===== src/rtl/ram_bus_arb2.sv =====
// Two-master to one-slave arbiter for the req/ack/resp RAM bus, with an ID FIFO routing in-order read responses.
// Define RAM_ARB_RR_EN for round-robin arbitration; otherwise master 0 has fixed priority.
module ram_bus_arb2 #(
    parameter int RESP_DEPTH = 4,
    parameter int ADDR_W     = 32,
    parameter int DATA_W     = 32
) (
    input  logic                clk_i,
    input  logic                rst_i,
    input  logic                m0_req_i,
    input  logic                m0_we_i,
    input  logic [ADDR_W-1:0]   m0_addr_bi,
    input  logic [DATA_W/8-1:0] m0_be_bi,
    input  logic [DATA_W-1:0]   m0_wdata_bi,
    output logic                m0_ack_o,
    output logic                m0_resp_o,
    output logic [DATA_W-1:0]   m0_rdata_bo,
    input  logic                m1_req_i,
    input  logic                m1_we_i,
    input  logic [ADDR_W-1:0]   m1_addr_bi,
    input  logic [DATA_W/8-1:0] m1_be_bi,
    input  logic [DATA_W-1:0]   m1_wdata_bi,
    output logic                m1_ack_o,
    output logic                m1_resp_o,
    output logic [DATA_W-1:0]   m1_rdata_bo,
    output logic                s_req_o,
    output logic                s_we_o,
    output logic [ADDR_W-1:0]   s_addr_bo,
    output logic [DATA_W/8-1:0] s_be_bo,
    output logic [DATA_W-1:0]   s_wdata_bo,
    input  logic                s_ack_i,
    input  logic                s_resp_i,
    input  logic [DATA_W-1:0]   s_rdata_bi,
    output logic                resp_err_o
);

    localparam int              PTR_W    = $clog2(RESP_DEPTH);
    localparam logic [PTR_W:0]  FULL_CNT = (PTR_W+1)'(RESP_DEPTH);

    logic                  prio;
    logic                  gnt;
    logic [RESP_DEPTH-1:0] id_mem;
    logic [PTR_W-1:0]      wr_ptr;
    logic [PTR_W-1:0]      rd_ptr;
    logic [PTR_W:0]        count;
    logic                  fifo_full;
    logic                  fifo_empty;
    logic                  can_issue;
    logic                  accept;
    logic                  push;
    logic                  pop;
    logic                  head_id;

    // gnt = 1 selects master 1; pointer only matters under contention
    assign gnt = m1_req_i & (~m0_req_i | prio);

    always_comb begin
        s_we_o     = m0_we_i;
        s_addr_bo  = m0_addr_bi;
        s_be_bo    = m0_be_bi;
        s_wdata_bo = m0_wdata_bi;
        if (gnt) begin
            s_we_o     = m1_we_i;
            s_addr_bo  = m1_addr_bi;
            s_be_bo    = m1_be_bi;
            s_wdata_bo = m1_wdata_bi;
        end
    end

    assign fifo_full  = (count == FULL_CNT);
    assign fifo_empty = (count == '0);
    // A full FIFO still issues when a response frees a slot this cycle
    assign can_issue  = ~fifo_full | s_resp_i;
    assign s_req_o    = (m0_req_i | m1_req_i) & can_issue & ~rst_i;
    assign accept     = s_req_o & s_ack_i;
    assign m0_ack_o   = accept & ~gnt;
    assign m1_ack_o   = accept & gnt;

    assign push    = accept & ~s_we_o;
    assign pop     = s_resp_i & ~fifo_empty;
    assign head_id = id_mem[rd_ptr];

    assign m0_resp_o   = pop & ~head_id;
    assign m1_resp_o   = pop & head_id;
    assign m0_rdata_bo = s_rdata_bi;
    assign m1_rdata_bo = s_rdata_bi;

`ifdef RAM_ARB_RR_EN
    always_ff @(posedge clk_i or posedge rst_i) begin
        if (rst_i)       prio <= 1'b0;
        else if (accept) prio <= ~gnt;
    end
`else
    assign prio = 1'b0;
`endif

    always_ff @(posedge clk_i or posedge rst_i) begin
        if (rst_i) begin
            id_mem <= '0;
            wr_ptr <= '0;
            rd_ptr <= '0;
            count  <= '0;
        end else begin
            if (push) begin
                id_mem[wr_ptr] <= gnt;
                wr_ptr         <= wr_ptr + 1'b1;
            end
            if (pop) rd_ptr <= rd_ptr + 1'b1;
            case ({push, pop})
                2'b10:   count <= count + 1'b1;
                2'b01:   count <= count - 1'b1;
                default: count <= count;
            endcase
        end
    end

    always_ff @(posedge clk_i or posedge rst_i) begin
        if (rst_i)                      resp_err_o <= 1'b0;
        else if (s_resp_i & fifo_empty) resp_err_o <= 1'b1;
    end

endmodule


===== config.mk =====
export PLATFORM = sky130hd
export DESIGN_NAME = ram_bus_arb2
export DESIGN_NICKNAME = d
export VERILOG_FILES = /design/src/rtl/ram_bus_arb2.sv
export SDC_FILE = /design/constraint.sdc
export NUM_CORES = 1
export LEC_CHECK = 0
export ABC_CLOCK_PERIOD_IN_PS = 3050
export CAP_MARGIN = 15
export CORE_AREA = 2 2 122 124
export DETAILED_ROUTE_END_ITERATION = 12
export DIE_AREA = 0 0 124 126
export SETUP_SLACK_MARGIN = 0.2
export SYNTH_ARGS = -nofsm -noshare
export SYNTH_HDL_FRONTEND = slang
export SYNTH_SLANG_ARGS = --single-unit
export TNS_END_PERCENT = 5

===== constraint.sdc =====
create_clock -name clk_i -period 3.05 [get_ports clk_i]
set_input_delay 0.4575 -clock clk_i [delete_from_list [all_inputs] [get_ports clk_i]]
set_output_delay 0.4575 -clock clk_i [all_outputs]
set_load 0.05 [all_outputs]

==> metrics <==
CP bufs+invs 3; power share of the sequential group 0.194; post-synth cell types 31; Int Power ~0.0009 W; FP Rows 44; Clk network pwr share 0.147; storage element area 300.3 sq um; Post-synth EDFFs 0; Fin. Hold Viols 0; CTS clk-pin slew, worst paths 0.04 ns; die area around 0.016 sq mm; Initial DRC Count 55; status completed; Vias/cell 3.751; final slew viol count 0; Synth warnings 0; RD Place Congestion about 0.8; final setup vio count 0; H-tree depth 1; LEAKAGE 1.599 nW; worst hold path class reg -> reg; maximum vdd drop 172.5 uV; Synth Flop Type dfrtp_1; Multi-input gate area 0.001171 sq mm; top cells by area, synth buf_4 (24%), mux2_1 (23%), mux2_2 (16%); Syn Area/Cell 9.973 sq um; Setup TNS 0 ns; Clock Skew 0.002791 ns; top cell type's share of synthesized area 0.2373; Power Total 0.001605 W; max_cap viols 0; RSZ-0062 raised after global routing false; power share of the combinational group 0.659; post_cts resized 0; Final ANT Viol Nets 0; FF+latch count, synth 12; Setup CP Type in -> reg; initial antenna violation count 0; CTS Buf Count 3; CP Capture Type register; DR DRC count 0; Worst setup SP type input port; sw frac 0.4415; Slowest-stage cell, CP or4b_4; Slew @ Worst Pin 0.4905 ns; initial core utilization 0.1414; Worst-Skew Late Latency 0.24 ns; crit-path max FO 9; Tcrit/Tclk final 0.8498; GRT overflow 0; part of the Yosys area used for sequential elements 0.1483; Synth Net Count roughly 390; cells after synthesis 203; CP arrival approximately 2.8 ns; CP required between 3 and 4 ns; first-pass GRT wire length 12.59 mm; ys async rst share 1.000; CTS tree done; post-CTS setup buffer count 0; clk buf depth 2; input/output buffers 218; # hold bufs at CTS 0; Placed Area 0.003777 sq mm; Die H 126 microns; vias 2022; Syn-to-layout area delta 90.30%; Core ar. 0.01431 sq mm; peak per-stage delay on the critical path 0.57 ns; critical path's top delay family simple AND/OR/NAND/NOR gates; largest net degree at the start of global routing 27; routed len/inst 16.69 microns; diode count 0; fin area 0.003852 sq mm; critical-path cell list clkdlybuf4s50_1 > or4b_4 > o211a_4 > inv_1 > ha_1 > inv_1 > fa_1 > xor2_1 > nor2_1 > xor2_1; WL final 8.998 mm; GRT Total Usage 0.1078; post-synth top area cell buf_4; Slew headroom 0.6720; die extent in x 124 microns; fin crit period between 2 and 3 ns; number of global-route vias before repair 2209; Psw 0.0007085 W; nets 539; # IOs 315; most common library cells after synthesis buf_4 (64), mux2_1 (41), mux2_2 (28); count leader, synth buf_4; clk root buf clkbuf_16; layout cell share with drive strength beyond 1 0.3324; TritonRoute pass-1 iters 4; hpwl dp between 8 and 9 mm; clock sinks 12; Filler cells between 1500 and 2000; synthesized cell area 0.002024 sq mm; Power Dens Cells roughly 420 mW/mm^2; Max Freq 385.8 MHz
[state kept, by name, indices dropped and copies added, names as in the netlist]
| signal | cells |
|---|---|
| wr_ptr | 2 |
| rd_ptr | 2 |
| id_mem | 4 |
| resp_err_o | 1 |
| count | 3 |
[cells in the final DEF, fill, tap and decap left out, drive strengths merged, types with 3 or more instances in the layout]
cell and instances:
clkdlybuf4s50 145, mux2 70, ha 5, xnor2 3
clkbuf 3, inv 7, dfrtp 12, xor2 3
nand4 4, buf 78, nor2b 3, a32o 4
[final timing paths]
kind / start / end / slack [ns] / cells past startpoint
setup / recovery: s_resp_i / count[2] / 0.46 / 10
hold / removal: resp_err_o / resp_err_o / 0.46 / 1
setup reg to reg: count[0] / count[2] / 0.63 / 9
hold reg to reg: resp_err_o / resp_err_o / 0.46 / 1
max in group asynchronous: rst_i / rd_ptr[0] / 2.33 / 3
min in group asynchronous: rst_i / wr_ptr[0] / 0.56 / 3
[final cells by class]
cell class,instances,area share
timing repair buffer,223,0.5320
inverter,7,0.006820
clock buffer,3,0.01949
multi-input combinational,110,0.3040
sequential,12,0.07795
tap,184,0.05976
[kinds of logic (layout without fill, tap and decap cells)]
family                     after synthesis  after routing  share of synthesized area
adders and majority gates                6              6                    0.04079
xor gates and xnor gates                 6              6                    0.02596
muxes                                   72             72                     0.4073
and+or+nand+nor                         18             18                    0.05872
buffers and inverters                   81            233                     0.2769
AOI/OAI and AO/OA                        8              8                    0.04203
DFF                                     12             12                     0.1483
[power groups by stage]
stage	clock network (W)	logic, W	registers [W]
3_5_place_dp	0	0.00107	0.000315
3_3_place_gp	0	0.00105	0.000309
2_1_floorplan	0	0.000867	0.000318
5_1_grt	0.000248	0.00113	0.000328
6_report	0.000235	0.00106	0.000312
4_1_cts	0.000240	0.00107	0.000313
[metal layers]
metal / GRT usage / routed length, microns / part of all wire / vias up
met3: 0.03306 / 970 / 0.11 / 30
met4: 0.02974 / 171 / 0.019 / 0
met2: 0.1930 / 4439 / 0.49 / 112
met5: 0 / 0 / 0 / -
met1: 0.1222 / 3417 / 0.38 / 934
li1: - / - / - / 946
[stage by stage]
step	cells	hold slack [ns]	setup slack, ns	util
6_report	539	0.4578	0.4581	0.2691
3_3_place_gp	536	0.4410	0.2690	0.2639
2_1_floorplan	203	0.3303	0.7380	-
3_5_place_dp	536	0.4480	0.1978	0.2639
5_1_grt	539	0.4827	0.2636	0.2691
4_1_cts	539	0.4570	0.4391	0.2691
Power figures use the tool's default switching activity.
